<file path="src/rtl/axi_read_engine.sv">
// AXI4 burst read engine: splits a byte-length read into INCR bursts that never cross 4 KB,
// keeps a bounded number of ARs in flight and streams every accepted R beat into a FIFO.
module axi_read_engine #(
    parameter int ADDR_WIDTH      = 32,
    parameter int DATA_WIDTH      = 32,
    parameter int ID_WIDTH        = 1,
    parameter int MAX_BURST_BEATS = 16,
    parameter int MAX_OUTSTANDING = 2
) (
    input  logic                  clk,
    input  logic                  reset,
    input  logic                  i_start,
    input  logic [ADDR_WIDTH-1:0] i_src_addr,
    input  logic [31:0]           i_total_len,
    output logic                  o_busy,
    output logic                  o_read_done,
    output logic                  o_cfg_error,
    output logic                  o_resp_error,
    input  logic                  i_fifo_full,
    output logic                  o_fifo_push,
    output logic [DATA_WIDTH-1:0] o_r_data,
    output logic [ID_WIDTH-1:0]   m_axi_arid,
    output logic [ADDR_WIDTH-1:0] m_axi_araddr,
    output logic [7:0]            m_axi_arlen,
    output logic [2:0]            m_axi_arsize,
    output logic [1:0]            m_axi_arburst,
    output logic                  m_axi_arvalid,
    input  logic                  m_axi_arready,
    input  logic [DATA_WIDTH-1:0] m_axi_rdata,
    input  logic [1:0]            m_axi_rresp,
    input  logic                  m_axi_rlast,
    input  logic                  m_axi_rvalid,
    output logic                  m_axi_rready,
    output logic [1:0]            dbg_state
);

    localparam int         BYTES  = DATA_WIDTH / 8;
    localparam int         BSH    = $clog2(BYTES);
    localparam logic [8:0] MAX_N  = 9'(MAX_BURST_BEATS);
    localparam logic [2:0] MAX_OS = 3'(MAX_OUTSTANDING);

    typedef enum logic [1:0] {
        IDLE   = 2'd0,
        ACTIVE = 2'd1,
        DONE   = 2'd2
    } state_t;

    state_t state, state_next;

    logic [ADDR_WIDTH-1:0] ar_addr;
    logic [31:0]           ar_beats_left, ar_beats_after, r_beats_left;
    logic [2:0]            outstanding, outstanding_next;
    logic                  arvalid, cfg_err, resp_err;
    logic [12:0]           room_beats, n_bytes;
    logic [8:0]            cap_beats, n_beats;
    logic                  ar_hs, r_hs, rlast_hs, misaligned;

    // Handshakes: a transfer happens on a rising edge where valid && ready; once
    // ARVALID is raised, ARADDR/ARLEN come from registers that only move on that edge.
    assign ar_hs    = arvalid && m_axi_arready;
    assign r_hs     = m_axi_rvalid && m_axi_rready;
    assign rlast_hs = r_hs && m_axi_rlast;

    assign misaligned = (i_src_addr[BSH-1:0] != '0) || (i_total_len[BSH-1:0] != '0);

    // Burst size: remaining beats, capped by the burst limit and the room left in the 4 KB page.
    always_comb begin
        room_beats       = (13'd4096 - {1'b0, ar_addr[11:0]}) >> BSH;
        cap_beats        = (ar_beats_left > 32'(MAX_BURST_BEATS)) ? MAX_N : ar_beats_left[8:0];
        n_beats          = ({4'd0, cap_beats} > room_beats) ? room_beats[8:0] : cap_beats;
        n_bytes          = {4'd0, n_beats} << BSH;
        ar_beats_after   = ar_hs ? (ar_beats_left - {23'd0, n_beats}) : ar_beats_left;
        outstanding_next = outstanding + 3'(ar_hs) - 3'(rlast_hs);
    end

    always_ff @(posedge clk or posedge reset) begin
        if (reset) state <= IDLE;
        else       state <= state_next;
    end

    always_comb begin
        state_next = state;
        case (state)
            IDLE:    if (i_start) state_next = ((i_total_len == 32'd0) || misaligned) ? DONE : ACTIVE;
            ACTIVE:  if (r_hs && (r_beats_left == 32'd1)) state_next = DONE;
            DONE:    state_next = IDLE;
            default: state_next = IDLE;
        endcase
    end

    always_ff @(posedge clk or posedge reset) begin
        if (reset) begin
            ar_addr       <= '0;
            ar_beats_left <= '0;
            r_beats_left  <= '0;
            outstanding   <= '0;
            arvalid       <= 1'b0;
            cfg_err       <= 1'b0;
            resp_err      <= 1'b0;
        end else if (state == IDLE) begin
            if (i_start) begin
                ar_addr       <= i_src_addr;
                ar_beats_left <= i_total_len >> BSH;
                r_beats_left  <= i_total_len >> BSH;
                outstanding   <= '0;
                resp_err      <= 1'b0;
                cfg_err       <= (i_total_len != 32'd0) && misaligned;
                arvalid       <= (state_next == ACTIVE);
            end
        end else if (state == ACTIVE) begin
            if (ar_hs) begin
                ar_addr       <= ar_addr + ADDR_WIDTH'(n_bytes);
                ar_beats_left <= ar_beats_after;
            end
            outstanding <= outstanding_next;
            if (r_hs) r_beats_left <= r_beats_left - 32'd1;
            if (r_hs && (m_axi_rresp != 2'b00)) resp_err <= 1'b1;
            // A held request may only be replaced once it has been accepted.
            if (!arvalid || ar_hs)
                arvalid <= (ar_beats_after != 32'd0) && (outstanding_next < MAX_OS);
        end else begin
            arvalid <= 1'b0;
        end
    end

    assign m_axi_arid    = '0;
    assign m_axi_arsize  = 3'(BSH);
    assign m_axi_arburst = 2'b01;
    assign m_axi_araddr  = ar_addr;
    assign m_axi_arlen   = arvalid ? 8'(n_beats - 9'd1) : 8'd0;
    assign m_axi_arvalid = arvalid;
    assign m_axi_rready  = (state == ACTIVE) && !i_fifo_full;
    assign o_fifo_push   = r_hs;
    assign o_r_data      = m_axi_rdata;
    assign o_busy        = (state == ACTIVE);
    assign o_read_done   = (state == DONE);
    assign o_cfg_error   = (state == DONE) && cfg_err;
    assign o_resp_error  = resp_err;
    assign dbg_state     = state;

endmodule

</file>
<file path="config.mk">
export PLATFORM = sky130hd
export DESIGN_NAME = axi_read_engine
export DESIGN_NICKNAME = d
export VERILOG_FILES = /design/src/rtl/axi_read_engine.sv
export SDC_FILE = /design/constraint.sdc
export NUM_CORES = 1
export LEC_CHECK = 0
export BUFFER_PORTS_ARGS = -buffer_cell sky130_fd_sc_hd__buf_4
export CORE_ASPECT_RATIO = 1.2
export CORE_MARGIN = 4
export CORE_UTILIZATION = 55
export CTS_CLUSTER_SIZE = 28
export DETAILED_ROUTE_END_ITERATION = 10
export PLACE_DENSITY = 0.9
export SYNTH_ARGS = -nofsm -noshare
export SYNTH_HDL_FRONTEND = slang
export SYNTH_SLANG_ARGS = --single-unit
</file>
<file path="constraint.sdc">
create_clock -name clk -period 13.5 [get_ports clk]
set_input_delay 1.35 -clock clk [delete_from_list [all_inputs] [get_ports clk]]
set_output_delay 1.35 -clock clk [all_outputs]
set_load 0.005 [all_outputs]
</file>
Yosys cells after proc, flatten, opt, wreduce, memory -nomap -nowiden
Cells that the tools add are included.
Operators by class
  equality and inequality tests: 6
  add/sub/neg operators: 7
  $lt $le $gt $ge: 3
  reduce and logical (&&, ||, !) cells: 31
  multiplexer cells: 30
Operators with widths (count)
  two-way mux 32 bit: 12
  nonzero test 32 bit: 2
  adder 32 x 11 -> 32 bit: 1
  == test 32 x 1 -> 1 bit (second input constant): 1
  > comparator 32 x 5 -> 1 bit (second input constant): 1
  zero test 32 bit: 1
  subtractor 32 x 1 -> 32 bit (second input constant): 1
  subtractor 32 x 9 -> 32 bit: 1
  two-way mux 9 bit: 2
  nonzero test 2 bit: 7
  subtractor 13 x 12 -> 13 bit (first input constant): 1
  > comparator 9 x 11 -> 1 bit: 1
  logical AND 1 bit: 9
  two-way mux 3 bit: 3
  AND reduction 3 bit: 3
  two-way mux 1 bit: 8
  two-way mux 8 bit: 1
  subtractor 8 x 1 -> 8 bit (second input constant): 1
  two-way mux 2 bit: 3
  AND reduction 2 bit: 3
  == test 2 x 1 -> 1 bit (second input constant): 2
  one-hot mux 2 bit (2 select lines): 1
  adder 3 x 1 -> 3 bit: 1
  logical OR 1 bit: 3
  7 further kinds: 8
Storage, ports and cells
  word-level logic and storage cells: 85
  bits in registers: 104
  input bits: 105
  output and inout port bits: 87

Longest topological paths before layout
  word-level depth: 11
  gate-level depth with buffers: 27
  gate-level depth less buffers: 25

Worst setup path after synthesis
No wires, ideal clock.
  kind: flip-flop to flip-flop
  start: reg ar_beats_left[18]
  end: reg arvalid, in the netlist m_axi_arvalid
  path buffers: 3
  arrival: 5.828 ns
  slack: 7.583 ns
  clock period less this slack: 5.917 ns
  library setup time: 0.088 ns
  stages on the path, launching flop included: 26
  data required time: 13.412 ns
  cells stage by stage: dfrtp_1 -> buf_6 -> or4_4 -> nor4_2 -> and4_1 -> buf_4 -> and2b_4 -> inv_1 -> ha_1 -> a21oi_1 -> a2bb2oi_1 -> a21oi_1 -> o311ai_0 -> or2_2 -> clkbuf_1 -> a21o_1 -> inv_1 -> fa_1 -> a211oi_1 -> nor3b_1 -> a31oi_2 -> nand2_1 -> nor3_1 -> nand2_1 -> xor2_1 -> a41oi_1
On the way
  cells in the longest elaborated chain, start to end: 11
Ends and longest elaborated chain
  start, declared: RTL line 51  | logic [31:0] ar_beats_left, ar_beats_after, r_beats_left;
  start signal, assigned: RTL line 103  | ar_beats_left <= i_total_len >> BSH;
  start signal, assigned: RTL line 113  | ar_beats_left <= ar_beats_after;
  > comparator 32 x 5 -> 1 bit: RTL line 69  | cap_beats = (ar_beats_left > 32'(MAX_BURST_BEATS)) ? MAX_N : ar_beats_left[8:0];
  two-way mux 9 bit: RTL line 69
  > comparator 9 x 11 -> 1 bit: RTL line 70  | n_beats = ({4'd0, cap_beats} > room_beats) ? room_beats[8:0] : cap_beats;
  two-way mux 9 bit: RTL line 70
  subtractor 32 x 9 -> 32 bit: RTL line 72  | ar_beats_after = ar_hs ? (ar_beats_left - {23'd0, n_beats}) : ar_beats_left;
  two-way mux 32 bit *: RTL line 72
  nonzero test 32 bit *: RTL line 120  | arvalid <= (ar_beats_after != 32'd0) && (outstanding_next < MAX_OS);
  logical AND 1 bit *: RTL line 120
  two-way mux 1 bit *: RTL line 119  | if (!arvalid || ar_hs)
  two-way mux 1 bit *: RTL line 110  | end else if (state == ACTIVE) begin
  two-way mux 1 bit *: RTL line 100  | end else if (state == IDLE) begin
  end signal, assigned: RTL line 108  | arvalid <= (state_next == ACTIVE);
  end signal, assigned: RTL line 120
  end, declared: RTL line 53  | logic arvalid, cfg_err, resp_err;
Every way passes the cells marked *; elsewhere a longest branch is shown, timed or not. The select of a mux whose other input is x is not followed.
A chain may end at the register's enable or synchronous reset.

Worst setup path in the final report
  start: reg ar_beats_left[18]
  end: reg ar_addr[20], in the netlist m_axi_araddr[20]
On the way
  cells in the longest elaborated chain, start to end: 8
Ends and longest elaborated chain
  > comparator 32 x 5 -> 1 bit *: RTL line 69
  two-way mux 9 bit *: RTL line 69
  > comparator 9 x 11 -> 1 bit: RTL line 70
  two-way mux 9 bit *: RTL line 70
  adder 32 x 11 -> 32 bit *: RTL line 112  | ar_addr <= ar_addr + ADDR_WIDTH'(n_bytes);
  two-way mux 32 bit *: RTL line 111  | if (ar_hs) begin
  two-way mux 32 bit *: RTL line 110
  two-way mux 32 bit *: RTL line 100
  end signal, assigned: RTL line 102  | ar_addr <= i_src_addr;
  end signal, assigned: RTL line 112
  end, declared: RTL line 50  | logic [ADDR_WIDTH-1:0] ar_addr;
Marked as above.

==> impl_metrics.tcl <==
set metrics [dict create \
    status "completed" \
    wl_per_cell_um 19.35 \
    grt_use_total_pct 29.14 \
    clk_latency_ps 360 \
    ys_ff_latch 104 \
    p_seq_share_pct 33.0 \
    nets 1238 \
    cts_tree "yes" \
    antenna_cells 0 \
    path_clk_slew_ps 70 \
    p_clk_share_pct 15.0 \
    htreeDepth 3 \
    die_w_um 119.4 \
    gp_congestion 0.9594 \
    synth_area_per_cell_um2 7.865 \
    wl_um 25160 \
    min_path_type "reg2reg" \
    grt_overflow 0 \
    drc 0 \
    die_h_um 141.7 \
    syn2layout_area_growth_pct 12.41 \
    hpwl_um 18450 \
    numCtsBuffers 9 \
    syn_area_um2 8195 \
    yosys_warnings 0 \
    synth.distinct_cells 80 \
    die_area_um2 16930 \
    max_slew.worst_pin.slew_ps 996.9 \
    cts.hold.buffers_added 0 \
    whs_ps 485.4 \
    port_buffers 121 \
    rsz0062_at_grt "false" \
    grt_max_degree 92 \
    num-fill-cells 1261 \
    start_kind "flip-flop" \
    irDropWorstVdd_v 0.00007488 \
    drt_first_pass_iters 5 \
    synth.largest_area_cell "dfrtp_1" \
    drive_gt1_share_pct 15.36 \
    netSwitchingPower_mw 0.7634 \
    grt_pass1_wl_um 40390 \
    total_power_mw 1.665 \
    fin_crit_sh_pct 50.99 \
    switching_share_pct 45.85 \
    max_slew_margin_pct 33.54 \
    cap_violations 0 \
    final_cell_mix "130 x buf_4, 114 x nor2_1, 104 x dfrtp_1" \
    viasPerCell 6.475 \
    cts-root-buf "clkbuf_16" \
    postRouteAntennaNets 0 \
    powerDensity_nw_per_um2 180.7 \
    pwr-share-comb_pct 51.9 \
    min_period_ps 6884 \
    grt_pass1_vias 7942 \
    rows 48 \
    num_io_pins 192 \
    synthArstFlopShare_pct 100.0 \
    start_util_pct 56.62 \
    path_max_fanout 14 \
    path_class "reg2reg" \
    drt_iter0_drc 811 \
    arrival_ps 7130 \
    ys_seq_area_share_pct 31.76 \
    setup-tns-final_ps 0 \
    synth_top_area_share_pct 31.76 \
    hold_viol_final 0 \
    finClkSkew_ps 12.07 \
    post-cts-setup-buffer-count 0 \
    synth_edf_count 0 \
    setup_viol 0 \
    intPower_mw 0.9015 \
    antenna_found_initial 0 \
    timing.final.max_slew_violations 0 \
    synth_area_leaders "dfrtp_1 32%, a21oi_1 5.6%, o21ai_0 5.4%" \
    fmax_ghz 0.1453 \
    syn_inst 1042 \
    layout_commonest_cell "buf_4" \
    crit_required_ps 13740 \
    end_kind "flip-flop" \
    cts_buffer_depth 2 \
    p_leak_nw 3.824 \
    coreArea_um2 14470 \
    synthFlopType "dfrtp_1" \
    clkSinkCount 104 \
    vias 8417 \
    post_cts_resized 0 \
]
[registers in the layout, indices dropped and copies added, names as in the netlist]
register and cells:
cfg_err 1, dbg_state 2, m_axi_arvalid 1, r_beats_left 32, m_axi_araddr 32, o_resp_error 1, outstanding 3, ar_beats_left 32
[cell families (layout without fill, tap and decap cells)]
kind of cell | count (synthesis) | in the layout | synth area share, %
muxes | 1 | 1 | 0.1221
and+or+nand+nor | 396 | 396 | 24.67
DFF | 104 | 104 | 31.76
adders and majority gates | 36 | 36 | 5.771
other | 2 | 10 | 0.09164
AOI/OAI and AO/OA | 343 | 343 | 26.67
xor gates and xnor gates | 25 | 25 | 2.672
buffers and inverters | 135 | 185 | 8.244
[stage by stage]
step           area, µm²  instances  util (%)  setup slack [ps]
6_report            9213       1300     63.65              6616
5_1_grt             9213       1300     63.65              6080
4_1_cts             9213       1300     63.65              6745
3_5_place_dp        8950       1286     61.83              6809
3_3_place_gp        8950       1286     61.83              6998
2_1_floorplan       8225       1050         -              7583
[final cells by class]
class / count / area [µm²] / area share, %
Multi-Input combinational cell: 811 / 4962 / 53.86
Tap cell: 200 / 250.2 / 2.716
Sequential cell: 104 / 2603 / 28.25
Clock buffer: 11 / 242.7 / 2.635
Timing Repair Buffer: 130 / 975.9 / 10.59
Inverter: 41 / 158.9 / 1.725
Clock inverter: 3 / 20.02 / 0.2173
[critical path: stages (launching register included)]
cell and delay, ps:
dfrtp_1 480, or4_4 590, nor4_2 350, and4_1 430, and2b_4 220, inv_1 50
ha_1 300, a21oi_1 150, a2bb2oi_1 200, a21oi_1 80, o311ai_1 260, buf_4 240
nor2_1 120, a21oi_1 270, inv_1 120, ha_1 230, fa_1 410, a21o_1 190
a21oi_1 280, o21bai_1 100, a21o_1 210, a21oi_1 790, nor2_1 240, a311oi_1 350
nor3_1 80
[metal layers]
layer / up-vias / part of all wire (%) / global-route usage (%)
met1: 3953 / 39 / 38.53
li1: 3914 / - / -
met5: - / 0 / 0
met4: 0 / 4.3 / 13.81
met3: 81 / 9.6 / 4.625
met2: 469 / 47 / 46.98
[cell usage after synthesis, drive strengths merged (7+ instances only)]
master and count:
nor2 117, dfrtp 104, a21oi 92, o21ai 90, nand2 87, buf 48
clkbuf 46, inv 40, nor3 38, ha 33, nor4 26, a31oi 21
nand3 21, a22oi 16, or3 16, o22ai 15, xnor2 15, a211oi 14
and2 14, and3 14, o22a 13, or4 10, xor2 10, o31ai 9
nand4 8, a21o 7, a311oi 7, nand2b 7, nor2b 7, o311ai 7
[worst paths after layout]
kind | from | to | slack (ps) | depth (start not counted)
hold reg to reg | o_resp_error | o_resp_error | 490 | 2
setup reg to reg | ar_beats_left[18] | m_axi_araddr[20] | 6620 | 24
hold / removal | o_resp_error | o_resp_error | 490 | 2
max in group asynchronous | reset | m_axi_araddr[27] | 11220 | 3
min in group asynchronous | reset | m_axi_araddr[19] | 1060 | 2
setup / recovery | ar_beats_left[18] | m_axi_araddr[20] | 6620 | 24
[power groups by stage]
stage	Combinational [mW]	Sequential [mW]	Clock (mW)
final	0.864	0.550	0.250
after detailed placement	0.848	0.548	0
after floorplan	0.618	0.507	0
after global routing	0.951	0.563	0.263
after global placement	0.826	0.545	0
after CTS	0.853	0.544	0.250
No activity file was read; power rests on OpenSTA's default activity.
